File: src/rtl/hwpe_stream_serializer_pkg.sv
// Shared types for the wide-to-narrow stream serializer: FSM state encoding
// and the lane-index width helper used to size lane counters.
package hwpe_stream_serializer_pkg;

  typedef enum logic {
    EMPTY  = 1'b0,
    SERIAL = 1'b1
  } state_t;

  // Width of a lane index; at least one bit so single-bit counters stay legal.
  function automatic int unsigned lane_idx_width(input int unsigned nb_lanes);
    return (nb_lanes > 1) ? $clog2(nb_lanes) : 1;
  endfunction

endpackage

File: src/rtl/hwpe_stream_lane_find_first.sv
// Priority encoder: lowest lane index >= start_i whose strobe slice is non-zero.
// start_i is one bit wider than a lane index so "one past the last lane" is representable.
module hwpe_stream_lane_find_first
  import hwpe_stream_serializer_pkg::*;
#(
  parameter int unsigned NB_LANES = 2,
  parameter int unsigned STRB_W   = 1,
  localparam int unsigned LW      = lane_idx_width(NB_LANES),
  localparam int unsigned IW      = LW + 1
) (
  input  logic [NB_LANES*STRB_W-1:0] strb_i,
  input  logic [IW-1:0]              start_i,
  output logic [LW-1:0]              idx_o,
  output logic                       found_o
);

  // Scan from the top down so the lowest qualifying lane is the one that sticks.
  always_comb begin
    idx_o   = '0;
    found_o = 1'b0;
    for (int i = NB_LANES - 1; i >= 0; i--) begin
      if ((IW'(i) >= start_i) && (|strb_i[i*STRB_W +: STRB_W])) begin
        idx_o   = LW'(i);
        found_o = 1'b1;
      end
    end
  end

endmodule

File: src/rtl/hwpe_stream_wide_serializer.sv
// Wide-to-narrow stream serializer with a single-entry holding register, lane 0 first.
// Define HWPE_STREAM_SERIALIZER_SKIP_EMPTY_EN to skip lanes whose strobe slice is all-zero.
module hwpe_stream_wide_serializer
  import hwpe_stream_serializer_pkg::*;
#(
  parameter int unsigned DATA_WIDTH = 8,
  parameter int unsigned NB_LANES   = 2
) (
  input  logic                             clk_i,
  input  logic                             rst_i,
  input  logic                             clear_i,
  // Both streams: a beat transfers on a rising edge where valid and ready are
  // both high; valid never waits on ready and payload is held while valid && !ready.
  input  logic                             push_valid_i,
  output logic                             push_ready_o,
  input  logic [DATA_WIDTH*NB_LANES-1:0]   push_data_i,
  input  logic [DATA_WIDTH*NB_LANES/8-1:0] push_strb_i,
  output logic                             pop_valid_o,
  input  logic                             pop_ready_i,
  output logic [DATA_WIDTH-1:0]            pop_data_o,
  output logic [DATA_WIDTH/8-1:0]          pop_strb_o,
  output logic                             last_o,
  output logic                             busy_o,
  output state_t                           state_o
);

  localparam int unsigned SW = DATA_WIDTH / 8;
  localparam int unsigned LW = lane_idx_width(NB_LANES);

  state_t                         state_q, state_d;
  logic [LW-1:0]                  lane_q, lane_d;
  logic [DATA_WIDTH*NB_LANES-1:0] data_q;
  logic [SW*NB_LANES-1:0]         strb_q;
  logic                           load;
  logic                           push_hs, pop_hs;
  logic                           is_last;
  logic [LW-1:0]                  first_lane, next_lane;
  logic                           first_found;

`ifdef HWPE_STREAM_SERIALIZER_SKIP_EMPTY_EN
  localparam int unsigned IW = LW + 1;
  logic [IW-1:0] next_start;
  logic          next_found;

  assign next_start = {1'b0, lane_q} + IW'(1);

  hwpe_stream_lane_find_first #(
    .NB_LANES (NB_LANES),
    .STRB_W   (SW)
  ) i_find_first (
    .strb_i  (push_strb_i),
    .start_i ('0),
    .idx_o   (first_lane),
    .found_o (first_found)
  );

  hwpe_stream_lane_find_first #(
    .NB_LANES (NB_LANES),
    .STRB_W   (SW)
  ) i_find_next (
    .strb_i  (strb_q),
    .start_i (next_start),
    .idx_o   (next_lane),
    .found_o (next_found)
  );

  // No populated lane after the current one means this beat closes the word.
  assign is_last = !next_found;
`else
  assign first_lane  = '0;
  assign first_found = 1'b1;
  assign next_lane   = lane_q + LW'(1);
  assign is_last     = (lane_q == LW'(NB_LANES - 1));
`endif

  always_comb begin
    state_d      = state_q;
    lane_d       = lane_q;
    load         = 1'b0;
    pop_valid_o  = (state_q == SERIAL);
    last_o       = pop_valid_o && is_last;
    // A new word may enter while the final lane of the held one leaves.
    push_ready_o = !rst_i && !clear_i &&
                   ((state_q == EMPTY) || (pop_ready_i && is_last));
    push_hs      = push_valid_i && push_ready_o;
    pop_hs       = pop_valid_o && pop_ready_i;

    if (push_hs) begin
      if (first_found) begin
        state_d = SERIAL;
        lane_d  = first_lane;
        load    = 1'b1;
      end else begin
        state_d = EMPTY;
      end
    end else if (pop_hs) begin
      if (is_last) begin
        state_d = EMPTY;
      end else begin
        lane_d = next_lane;
      end
    end
  end

  always_ff @(posedge clk_i) begin
    if (rst_i || clear_i) begin
      state_q <= EMPTY;
      lane_q  <= '0;
      data_q  <= '0;
      strb_q  <= '0;
    end else begin
      state_q <= state_d;
      lane_q  <= lane_d;
      if (load) begin
        data_q <= push_data_i;
        strb_q <= push_strb_i;
      end
    end
  end

  assign pop_data_o = data_q[lane_q*DATA_WIDTH +: DATA_WIDTH];
  assign pop_strb_o = strb_q[lane_q*SW +: SW];
  assign busy_o     = (state_q == SERIAL);
  assign state_o    = state_q;

endmodule

File: config.mk
export PLATFORM = sky130hd
export DESIGN_NAME = hwpe_stream_wide_serializer
export DESIGN_NICKNAME = d
export VERILOG_FILES = /design/src/rtl/hwpe_stream_serializer_pkg.sv /design/src/rtl/hwpe_stream_lane_find_first.sv /design/src/rtl/hwpe_stream_wide_serializer.sv
export SDC_FILE = /design/constraint.sdc
export NUM_CORES = 1
export LEC_CHECK = 0
export CAP_MARGIN = 20
export CORE_ASPECT_RATIO = 1.5
export CORE_MARGIN = 5
export CORE_UTILIZATION = 35
export DETAILED_ROUTE_END_ITERATION = 7
export GPL_ROUTABILITY_DRIVEN = 0
export PLACE_DENSITY = 0.84
export SLEW_MARGIN = 5
export SYNTH_ARGS = -nofsm -noshare
export SYNTH_HDL_FRONTEND = slang
export SYNTH_SLANG_ARGS = --single-unit
export TNS_END_PERCENT = 10
File: constraint.sdc
create_clock -name clk_i -period 1.25 [get_ports clk_i]
set_input_delay 0.25 -clock clk_i [delete_from_list [all_inputs] [get_ports clk_i]]
set_output_delay 0.25 -clock clk_i [all_outputs]
set_load 0.02 [all_outputs]
-- Yosys cells after proc, flatten, opt, wreduce, memory -nomap -nowiden
Index checks and enable logic that the tools add are counted.
- register bits after elaboration: 20
- bits of input ports: 23
- bitwise operators: 1
- add/subtract/negate cells: 1
- reduce and logical (&&, ||, !) cells: 14
- multiplexer cells: 5
- shifts and indexed selects: 2
- operators with widths (cell ; count):
    16-bit by 5-bit variable part select with 8-bit output ; 1
    1-bit logical AND ; 6
    1-bit two-way mux ; 5
    2-bit nonzero test ; 2
    1-bit logical NOT ; 2
    1-bit logical OR ; 2
    2-bit AND reduction ; 1
    2-bit OR reduction ; 1
    2-bit by 2-bit variable part select with 1-bit output ; 1
    1-bit adder (second input constant) ; 1
    1-bit NOT ; 1

-- Logic depth before layout (Yosys ltp)
- depth after elaboration: 6
- gate-level depth with buffers: 5

-- Worst setup path after synthesis
OpenSTA, ideal clock, no wires.
- path kind: register to register
- start point: reg state_q (netlist: busy_o)
- end point: reg data_q[0]
- required time: 1.133 ns
- arrival: 1.238 ns
- slack: -0.104 ns
- path buffers: 2
- cell stages (with the launch flop): 6
- setup time: 0.117 ns
- cells stage by stage: dfxtp_1 a21boi_2 o21a_1 buf_6 buf_6 a22o_1
- cells in the longest elaborated chain, start to end: 5
- RTL lines (what ; line ; text):
    from (decl) ; hwpe_stream_wide_serializer.sv:30 ; state_t state_q, state_d;
    from (signal assigned) ; hwpe_stream_wide_serializer.sv:112 ; state_q <= state_d;
    1-bit NOT ; hwpe_stream_wide_serializer.sv:84 ; ((state_q == EMPTY) || (pop_ready_i && is_last));
    1-bit logical OR ; hwpe_stream_wide_serializer.sv:84 ;
    1-bit logical AND ; hwpe_stream_wide_serializer.sv:83 ; push_ready_o = !rst_i && !clear_i &&
    1-bit logical AND ; hwpe_stream_wide_serializer.sv:85 ; push_hs = push_valid_i && push_ready_o;
    1-bit two-way mux ; hwpe_stream_wide_serializer.sv:88 ; if (push_hs) begin
    to (signal assigned) ; hwpe_stream_wide_serializer.sv:115 ; data_q <= push_data_i;
    to (decl) ; hwpe_stream_wide_serializer.sv:32 ; logic [DATA_WIDTH*NB_LANES-1:0] data_q;
No other way between the ends.
A chain may end at the register's enable or synchronous reset.

-- Worst setup path in the final report
- start point: reg lane_q (netlist: is_last)
- end point: out pop_data_o[4]
- cells in the longest elaborated chain, start to end: 1
- RTL lines (what ; line ; text):
    from (decl) ; hwpe_stream_wide_serializer.sv:31 ; logic [LW-1:0] lane_q, lane_d;
    from (signal assigned) ; hwpe_stream_wide_serializer.sv:113 ; lane_q <= lane_d;
    16-bit by 5-bit variable part select with 8-bit output ; hwpe_stream_wide_serializer.sv:121 ; assign pop_data_o = data_q[lane_q*DATA_WIDTH +: DATA_WIDTH];
    to (decl) ; hwpe_stream_wide_serializer.sv:20 ; output logic [DATA_WIDTH-1:0] pop_data_o,
No other way between the ends.

==> run metrics <==
outcome=complete, but fails checks; row cnt=21; CP startpoint kind=flip-flop; Slew HR=0.856; initial antenna violation count=0; final worst slack=-273 ps; global-route wire length before repair=2.96 mm; net count after synthesis=86; fillcell total=between 150 and 200; crit share post-route=1.22; largest family of logic cells by synthesized area=compound AO/OA/AOI/OAI gates; Hold Vio Cnt, Final=0; DRT antenna net count=0; initial core utilization=0.358; Synth top area share=0.506; CTS tree=built; chip width=~49 um; Crit. End Element=output pin; simple-gate share of the synthesized area=0.0538; achievable frequency=approximately 660 MHz; Compound-Gate Fraction of Synth Area=0.239; XOR/XNOR share of the synthesized area=0; HP Class=in2reg; GRT Residual Overflow=0; most frequent cells in the layout=clkdlybuf4s50_1, a22o_1, dfxtp_1; Multi-input gate area=370 um2; via count=between 600 and 700; setup TNS=-4580 ps; number of global-route vias before repair=approximately 710; worst skew pair latency=between 200 and 300 ps; clk_skew=just under 3 ps; DRT Pass-1 Iters=2; final net count=~130; synthesized area=791 um2; register area share after synthesis=0.506; unrepaired setup endpoints after global routing=yes; clk sink count=20; Synth warnings=0; FF/Latch Area=between 400 and 500 um2; CP arrival=around 1300 ps; drt wl/cell=14.6 um; most common cell after layout, fill and taps aside=clkdlybuf4s50_1; Die H=68.2 um; Adder-Cell Fraction of Synth Area=0; crit path kind=reg2out; pin count of the biggest net entering global routing=20; average via count per standard cell=5.08; Power Dens Cells=a little under 1000 nW/um2; Starting DRT DRC Count=2; clock tree buffer depth=2; post-synthesis register bit count=20; DR DRC count=0; wl on met1=720 um; Crit Path Max Fanout=5; Top Metal Used=met4; Post-CTS Hold Fix Bufs=0; dominant cell type by area after synthesis=dfxtp_1; Area contributors post-synth=dfxtp_1, a22o_1, mux2_1; clock-pin slew on the worst setup and hold paths=approximately 110 ps; Total Wirelength=around 1.9 mm; minimum clock period=roughly 1500 ps; Inserted Diodes=0; Cells after Synth=63; Root Buffer=clkbuf_4; Worst Tran Pin Value=around 210 ps; H-tree depth=1; Num CTS Buffers=3; Port Buffers=36; area grow syn2layout=69.0%; Setup WS pre-CTS=-621 ps; Max-Cap Viols=0; failing checks=negative setup slack; Pleak=0.573 nW; multiplexer share of the synthesized area=0.128; Avg Inst Size Synth=roughly 13 um2; # setup viols final=30; core area=~2200 um2; Global Route Usage Sum=0.114; Worst Path Required=1000 ps; routed wl met3=99 um; I/O pin count=37; DR WL met2=about 1 mm; maximum VDD drop=0.000642 V; Yosys cell types=15; layout cells sized above 1=0.380; die area=approximately 3300 um2; max-slew violation count=0
## cell usage after synthesis
cell and number:
nor2_1 1, and2_1 1, buf_6 3, buf_4 2, nor3_1 1, a21oi_1 1
mux2_1 9, nor4_4 1, buf_2 1, inv_1 1, nor2b_1 1, dfxtp_1 20
a22o_1 18, a21boi_2 1, o21a_1 2
## routing by layer
layer	vias up	GRT usage
met5	-	0
li1	327	-
met3	6	0.0174
met4	0	0.0842
met2	23	0.212
met1	309	0.115
## worst max-delay path, cell delays in order (launching register included)
cell	delay, ps
dfxtp_4	400
clkbuf_16	150
mux2_4	300
buf_6	130
## sequential cells by signal, summed over array words and instances, names as in the netlist
| signal | cells |
|---|---|
| strb_q | 2 |
| busy_o | 1 |
| is_last | 1 |
| data_q | 16 |
## final cells by class
cell class                      instances  area share
Sequential cell                        20       0.305
Inverter                                1     0.00281
Timing Repair Buffer                   47       0.358
Multi-Input combinational cell         36       0.277
Tap cell                               23      0.0215
Clock buffer                            4      0.0356
## cells by family after synthesis
logic type | after synthesis
buffers and inverters | 7
AO/OA/AOI/OAI | 22
flip-flops | 20
multiplexers | 9
AND/OR/NAND/NOR | 5
## repair_timing
item	4_1_cts	5_1_grt
resized for setup	60	28
cloned	0	1
setup endpoints to repair	33	30
pin swaps	10	0
buffers inserted	0	0
## final timing paths
path | startpoint | endpoint | slack, ps | depth (start not counted)
hold / removal | pop_ready_i | is_last | 440 | 3
setup reg to reg | is_last | data_q[1] | -120 | 6
hold reg to reg | data_q[5] | data_q[5] | 500 | 1
setup / recovery | is_last | pop_data_o[4] | -270 | 3
## metrics by stage
step                       util  std cells  instance area [um2]  total power, W  hold slack [ps]
after global placement    0.561        126                 1240        0.000884              455
after floorplan               -         63                  802        0.000763              373
after global routing      0.605        131                 1340         0.00138              462
final                     0.605        131                 1340         0.00132              436
after CTS                 0.552        130                 1220         0.00131              440
after detailed placement  0.561        126                 1240        0.000891              466
## report_power, final
part	total, W	leakage (nW)	switching [W]	internal (W)
clock network	0.000439	0.0261	0.000196	0.000244
registers	0.000667	0.164	0.0000116	0.000655
logic	0.000212	0.382	0.0000775	0.000134
No activity file was read; power rests on OpenSTA's default activity.
